===== config.mk =====
export PLATFORM = sky130hd
export DESIGN_NAME = multiword_addsub
export DESIGN_NICKNAME = d
export VERILOG_FILES = /design/src/rtl/addsub_pkg.sv /design/src/rtl/byte_add_cell.sv /design/src/rtl/multiword_addsub.sv
export SDC_FILE = /design/constraint.sdc
export NUM_CORES = 1
export LEC_CHECK = 0
export ABC_AREA = 1
export ABC_CLOCK_PERIOD_IN_PS = 3760
export BUFFER_PORTS_ARGS = -buffer_cell sky130_fd_sc_hd__buf_2
export CORE_UTILIZATION = 55
export CTS_CLUSTER_SIZE = 14
export DETAILED_ROUTE_END_ITERATION = 16
export GPL_ROUTABILITY_DRIVEN = 0
export PLACE_DENSITY = 0.91
export SLEW_MARGIN = 20
export SYNTH_ARGS = -nofsm -noshare
export SYNTH_HDL_FRONTEND = slang
export SYNTH_SLANG_ARGS = --single-unit

===== constraint.sdc =====
create_clock -name clk -period 3.76 [get_ports clk]
set_input_delay 0 -clock clk [delete_from_list [all_inputs] [get_ports clk]]
set_output_delay 0 -clock clk [all_outputs]
set_load 0.05 [all_outputs]

===== src/rtl/addsub_pkg.sv =====
// Shared types and byte-add helper for the byte-serial adder/subtractor.
// Imported by byte_add_cell and multiword_addsub.
package addsub_pkg;

   localparam int BYTE_W = 8;

   typedef logic [BYTE_W-1:0] byte_t;

   typedef enum logic {
      OP_ADD = 1'b0,
      OP_SUB = 1'b1
   } op_e;

   // 9-bit result {carry, sum} of a + b + cin
   function automatic logic [BYTE_W:0] add_byte(
      input byte_t a,
      input byte_t b,
      input logic  cin
   );
      return {1'b0, a} + {1'b0, b} + {{BYTE_W{1'b0}}, cin};
   endfunction

endpackage


===== src/rtl/byte_add_cell.sv =====
// Combinational one-byte add/subtract cell with carry and signed overflow.
// Subtraction is a + ~b + 1; the caller supplies cin=1 on the first byte.
module byte_add_cell
   import addsub_pkg::*;
(
   input  byte_t i_a,
   input  byte_t i_b,
   input  logic  i_cin,
   input  logic  i_inv_b,
   output byte_t o_s,
   output logic  o_cout,
   output logic  o_ovf
);

   byte_t           w_b;
   logic [BYTE_W:0] w_sum;

   // Effective B operand, 9-bit sum and overflow from the sign bits
   always_comb begin
      w_b    = i_inv_b ? ~i_b : i_b;
      w_sum  = add_byte(i_a, w_b, i_cin);
      o_s    = w_sum[BYTE_W-1:0];
      o_cout = w_sum[BYTE_W];
      o_ovf  = (i_a[BYTE_W-1] == w_b[BYTE_W-1]) &&
               (w_sum[BYTE_W-1] != i_a[BYTE_W-1]);
   end

endmodule


===== src/rtl/multiword_addsub.sv =====
// Byte-serial N-byte adder/subtractor, LSB first, ready/valid both sides.
// Optional sticky whole-word zero flag: define ADDSUB_ZERO_FLAG_EN.
module multiword_addsub
   import addsub_pkg::*;
#(
   parameter int WORD_BYTES = 4
) (
   input  logic  clk,
   input  logic  rst_n,
   input  logic  clr,
   input  logic  in_valid,
   output logic  in_ready,
   input  byte_t a_byte,
   input  byte_t b_byte,
   input  logic  sub,
   output logic  out_valid,
   input  logic  out_ready,
   output byte_t sum_byte,
   output logic  out_last,
   output logic  carry_out,
   output logic  ovf,
   output logic  zero
);

   localparam int CNT_W =
      (WORD_BYTES > 1) ? $clog2(WORD_BYTES) : 1;
   localparam int LAST_BEAT = WORD_BYTES - 1;

   logic [CNT_W-1:0] r_cnt;
   logic             r_carry;
   op_e              r_mode;
   logic             r_out_valid;
   byte_t            r_sum;
   logic             r_last;
   logic             r_cout;
   logic             r_ovf;

   logic  w_accept;
   logic  w_xfer;
   logic  w_start;
   logic  w_last;
   logic  w_cin;
   op_e   w_mode;
   byte_t w_s;
   logic  w_c;
   logic  w_v;

   // Single output stage: accept when empty or draining; never during clr
   always_comb begin
      in_ready = (!r_out_valid || out_ready) && !clr;
      w_accept = in_valid && in_ready;
      w_xfer   = r_out_valid && out_ready;
      w_start  = (r_cnt == '0);
      w_last   = (r_cnt == CNT_W'(LAST_BEAT));
      w_mode   = w_start ? op_e'(sub) : r_mode;
      w_cin    = w_start ? sub : r_carry;
   end

   byte_add_cell u_cell (
      .i_a     (a_byte),
      .i_b     (b_byte),
      .i_cin   (w_cin),
      .i_inv_b (w_mode == OP_SUB),
      .o_s     (w_s),
      .o_cout  (w_c),
      .o_ovf   (w_v)
   );

   // Beat counter, inter-beat carry/mode and the output register
   always_ff @(posedge clk or negedge rst_n) begin
      if (!rst_n) begin
         r_cnt       <= '0;
         r_carry     <= 1'b0;
         r_mode      <= OP_ADD;
         r_out_valid <= 1'b0;
         r_sum       <= '0;
         r_last      <= 1'b0;
         r_cout      <= 1'b0;
         r_ovf       <= 1'b0;
      end else if (clr) begin
         r_cnt       <= '0;
         r_carry     <= 1'b0;
         r_out_valid <= 1'b0;
         r_last      <= 1'b0;
         r_cout      <= 1'b0;
         r_ovf       <= 1'b0;
      end else if (w_accept) begin
         r_cnt       <= w_last ? '0 : r_cnt + CNT_W'(1);
         r_carry     <= w_c;
         r_mode      <= w_mode;
         r_out_valid <= 1'b1;
         r_sum       <= w_s;
         r_last      <= w_last;
         r_cout      <= w_last & w_c;
         r_ovf       <= w_last & w_v;
      end else if (w_xfer) begin
         r_out_valid <= 1'b0;
         r_last      <= 1'b0;
         r_cout      <= 1'b0;
         r_ovf       <= 1'b0;
      end
   end

`ifdef ADDSUB_ZERO_FLAG_EN
   logic r_zacc;
   logic r_zero;
   logic w_znew;

   // Running "all bytes zero so far", restarted on beat 0
   always_comb begin
      w_znew = (w_start ? 1'b1 : r_zacc) && (w_s == '0);
   end

   // Sticky zero accumulator; reported only with the last byte
   always_ff @(posedge clk or negedge rst_n) begin
      if (!rst_n) begin
         r_zacc <= 1'b0;
         r_zero <= 1'b0;
      end else if (clr) begin
         r_zacc <= 1'b0;
         r_zero <= 1'b0;
      end else if (w_accept) begin
         r_zacc <= w_znew;
         r_zero <= w_last & w_znew;
      end else if (w_xfer) begin
         r_zero <= 1'b0;
      end
   end

   assign zero = r_zero;
`else
   assign zero = 1'b0;
`endif

   assign out_valid = r_out_valid;
   assign sum_byte  = r_sum;
   assign out_last  = r_last;
   assign carry_out = r_cout;
   assign ovf       = r_ovf;

endmodule

==> run summary <==
WORST SETUP PATH
----------------------------------------------------------------------------------------
Slowest-stage cell, CP                                                              fa_1
Worst stage delay on the critical path                                           0.45 ns
Endpoint arrival time on the critical path                                       2.99 ns
Buf/Inv on CP                                                                          2
Origin of the worst setup path                                                  r_cnt[0]
Crit path kind                                                                reg -> reg
Sequence of cells on the critical path                                      inv_1 -> ha_1 -> o21ai_4 -> xor2_1 -> fa_1 -> fa_1 -> inv_1 -> nand3_1 -> nand2_1 -> nand4_1 -> nand3_1 -> nand2_1 -> o21ai_1
Critical Path Source Type                                                      flip-flop
Type of destination of the critical path                                       flip-flop
Req. time, crit path                                                             3.98 ns
Worst path top cell family by delay                                          adder cells
Beginning of the worst register-to-register path                                r_cnt[0]
Top fanout value on the critical path                                                  9

ROUTING
----------------------------------------------------------------------------------------
Initial DRC Count                                                                     32
Wirelength per Cell                                                              11.8 um
Final wirelength                                                                 2470 um
Post-route DRC violation count                                                         0
Avg Vias per Cell                                                                   5.13
Number of vias in the routed layout                                                1,078
Number of search-and-repair iterations in the first detailed-routing pass              4
Antenna Violating Nets Remaining                                                       0

LOGIC SYNTHESIS
----------------------------------------------------------------------------------------
Number of unique standard cell types used by synthesis                                29
Synthesized net count                                                                179
Sequential area share after synthesis                                              0.333
Synthesis-stage register bit count                                                    16
Mean instance size in the synthesized netlist                                   8.24 um2
Post-Synthesis Cells                                                                 146
Ys Warns                                                                               0
Post-Synthesis Cell Area                                                        1200 um2

TIMING
----------------------------------------------------------------------------------------
Part of the cycle the worst path needs                                             0.738
Post-route clock skew                                                         0.00206 ns
Final Critical Period                                                            2.78 ns
Total Negative Setup Slacks                                                         0 ns
Maximum clock frequency                                                          360 MHz
Worst Slack Setup Final                                                         0.984 ns
Number of pins with negative max-slew slack in the final report                        0
Final count of negative-setup-slack endpoints                                          0
Setup repair after global routing missed its margin                                   no
Final Hold Fails                                                                       0

PLACED DESIGN
----------------------------------------------------------------------------------------
Pre-CTS setup slack                                                              1.03 ns
Post-place instance area                                                        1390 um2
Post-detailed-placement half-perimeter wirelength                                1910 um
PortBufs                                                                              34

GLOBAL ROUTING
----------------------------------------------------------------------------------------
Number of antenna violations at the first check in global routing                      0
First-pass GRT wire length                                                       4500 um
Largest net degree at the start of global routing                                     20
GRT Util Overall                                                                   0.243
Vias in the first global route                                                     1,094
Total overflow reported by the global router                                           0

CELLS AND AREA
----------------------------------------------------------------------------------------
Final non-filler cell area                                                      1440 um2
Multi-input combinational cell area                                              712 um2
Count of filler cells inserted in the layout                                         159
Final antenna diode count                                                              0
Layout cell share with drive strength beyond 1                                     0.311
Layout net count                                                                     217
Area delta synth->final                                                            19.6%
Sequential cell area                                                             400 um2

CLOCKING
----------------------------------------------------------------------------------------
Cts-stage hold buffer count                                                            1
Number of gates given a new drive strength after cts                                   0
Clock latency on the worst-skew pair                                             0.28 ns
Number of buffers inserted during clock tree synthesis                                 3
Clock-pin transition on the worst setup and hold timing paths                    0.09 ns
Clock tree from TritonCTS                                                          built
Count of H-tree levels built during CTS                                                1
Maximum clock insertion buffer count                                                   2
Buffer type at the clock tree root                                              clkbuf_4
Count of clock tree sinks                                                             16
Buffers inserted by post-CTS timing repair                                             0

POWER AND IR DROP
----------------------------------------------------------------------------------------
Cell area power density                                                       928 nW/um2
Leakage power of the design                                                     0.772 nW
Worst IR drop on VDD                                                              608 uV
Total Power                                                                      1.33 mW

DIE
----------------------------------------------------------------------------------------
Number of primary I/O pins                                                            36
Area of the placeable core                                                      2000 um2
Die footprint                                                                   2380 um2
Starting utilization of the core area                                              0.601
Die span in y                                                                    48.8 um
Standard-cell row count                                                               16
Horizontal extent of the die                                                     48.8 um

OUTCOME
----------------------------------------------------------------------------------------
Outcome                                                                     finished, final reports clean

RUN
----------------------------------------------------------------------------------------
Max Cap Viol                                                                           0

HOLD PATH
----------------------------------------------------------------------------------------
Beginning of the worst hold path                                               a_byte[7]
Hold/Removal Path Class                                                        in -> reg

worst reg2reg max path, cell delays in order, from the launching register on:
cell and delay (ns):
dfrtp_1 0.37, inv_1 0.08, ha_1 0.26, o21ai_4 0.36, xor2_1 0.15, fa_1 0.45
fa_1 0.41, inv_1 0.09, nand3_1 0.07, nand2_1 0.11, nand4_1 0.09, nand3_1 0.08
nand2_1 0.07, o21ai_1 0.13
cell families (layout without fill, tap and decap cells):
| group | after synthesis | count (layout) | share of synthesized area |
|---|---|---|---|
| other | 1 | 1 | 0.00312 |
| flip-flops | 16 | 16 | 0.333 |
| AND/OR/NAND/NOR | 66 | 66 | 0.288 |
| buffers and inverters | 22 | 59 | 0.0749 |
| AO/OA/AOI/OAI | 19 | 19 | 0.0937 |
| adder cells (fa/ha/maj) | 11 | 11 | 0.127 |
| XOR/XNOR | 11 | 11 | 0.0801 |
per-layer routing:
| metal | global-route usage | vias up | share of wire |
|---|---|---|---|
| li1 | - | 539 | - |
| met2 | 0.421 | 36 | 0.50 |
| met1 | 0.297 | 501 | 0.45 |
| met3 | 0.0283 | 2 | 0.045 |
| met4 | 0.118 | 0 | 0.0089 |
| met5 | 0 | - | 0 |
cells in the mapped netlist:
cell type / number / area [um2]
a21oi_1: 5 / 25.0
a21oi_2: 1 / 8.76
buf_4: 2 / 15.0
conb_1: 1 / 3.75
dfrtp_1: 16 / 400
fa_1: 2 / 40.0
ha_1: 9 / 113
inv_1: 18 / 67.6
inv_2: 2 / 7.51
nand2_1: 33 / 124
nand2_2: 7 / 43.8
nand3_1: 10 / 50.1
nand3_2: 2 / 20.0
nand3b_1: 1 / 7.51
nand4_1: 3 / 18.8
nor2_1: 1 / 3.75
nor2_2: 2 / 12.5
nor2_4: 2 / 22.5
nor3_4: 1 / 16.3
nor4_1: 1 / 6.26
o21ai_0: 2 / 10.0
o21ai_1: 9 / 45.0
o21ai_4: 1 / 16.3
o21bai_1: 1 / 7.51
or2_0: 1 / 6.26
or2_1: 1 / 6.26
or2_4: 1 / 8.76
xnor2_1: 8 / 70.1
xor2_1: 3 / 26.3
layout make-up:
class,instances,area share
multi-input cells,108,0.495
flip-flops and latches,16,0.279
repair buffers,35,0.125
inverters,20,0.0522
clock buffers,4,0.0252
well taps,27,0.0235
per-stage QoR:
step	hold slack [ns]	util	instances
final	0.0554	0.718	210
after global routing	0.0802	0.718	210
after CTS	0.0502	0.718	210
after detailed placement	-0.0719	0.695	205
after global placement	-0.0787	0.695	205
after floorplan	-0.296	-	146
path summary, 6_finish.rpt:
check | end | slack, ns | depth (start not counted)
hold / removal | ovf | 0.06 | 4
setup / recovery | carry_out | 0.98 | 13
max in group asynchronous | sum_byte[5] | 3.36 | 2
min in group asynchronous | sum_byte[4] | 0.14 | 2
setup reg to reg | carry_out | 0.98 | 13
hold reg to reg | sum_byte[6] | 0.49 | 2
sequential cells by signal, summed over array words and instances (netlist names):
signal	flops
sum_byte	8
carry_out	1
out_valid	1
r_carry	1
r_cnt	2
out_last	1
r_mode	1
ovf	1
cells in the final DEF (no fill, tap or decap), types with 2 or more instances in the layout:
cell type	n
dfrtp_1	16
nand4_1	3
xor2_1	3
nor2_4	2
nand3_1	10
fa_1	2
nor2_2	2
a21oi_1	5
o21ai_0	2
buf_2	34
xnor2_1	8
inv_2	2
nand2_2	7
nand2_1	33
clkbuf_4	3
ha_1	9
nand3_2	2
o21ai_1	9
inv_1	18
power breakdown:
group / switching, mW / total (mW) / internal, mW
sequential: 0.0341 / 0.267 / 0.233
clock: 0.0542 / 0.113 / 0.0590
combinational: 0.619 / 0.954 / 0.335
(Power assumes the default switching activity.)
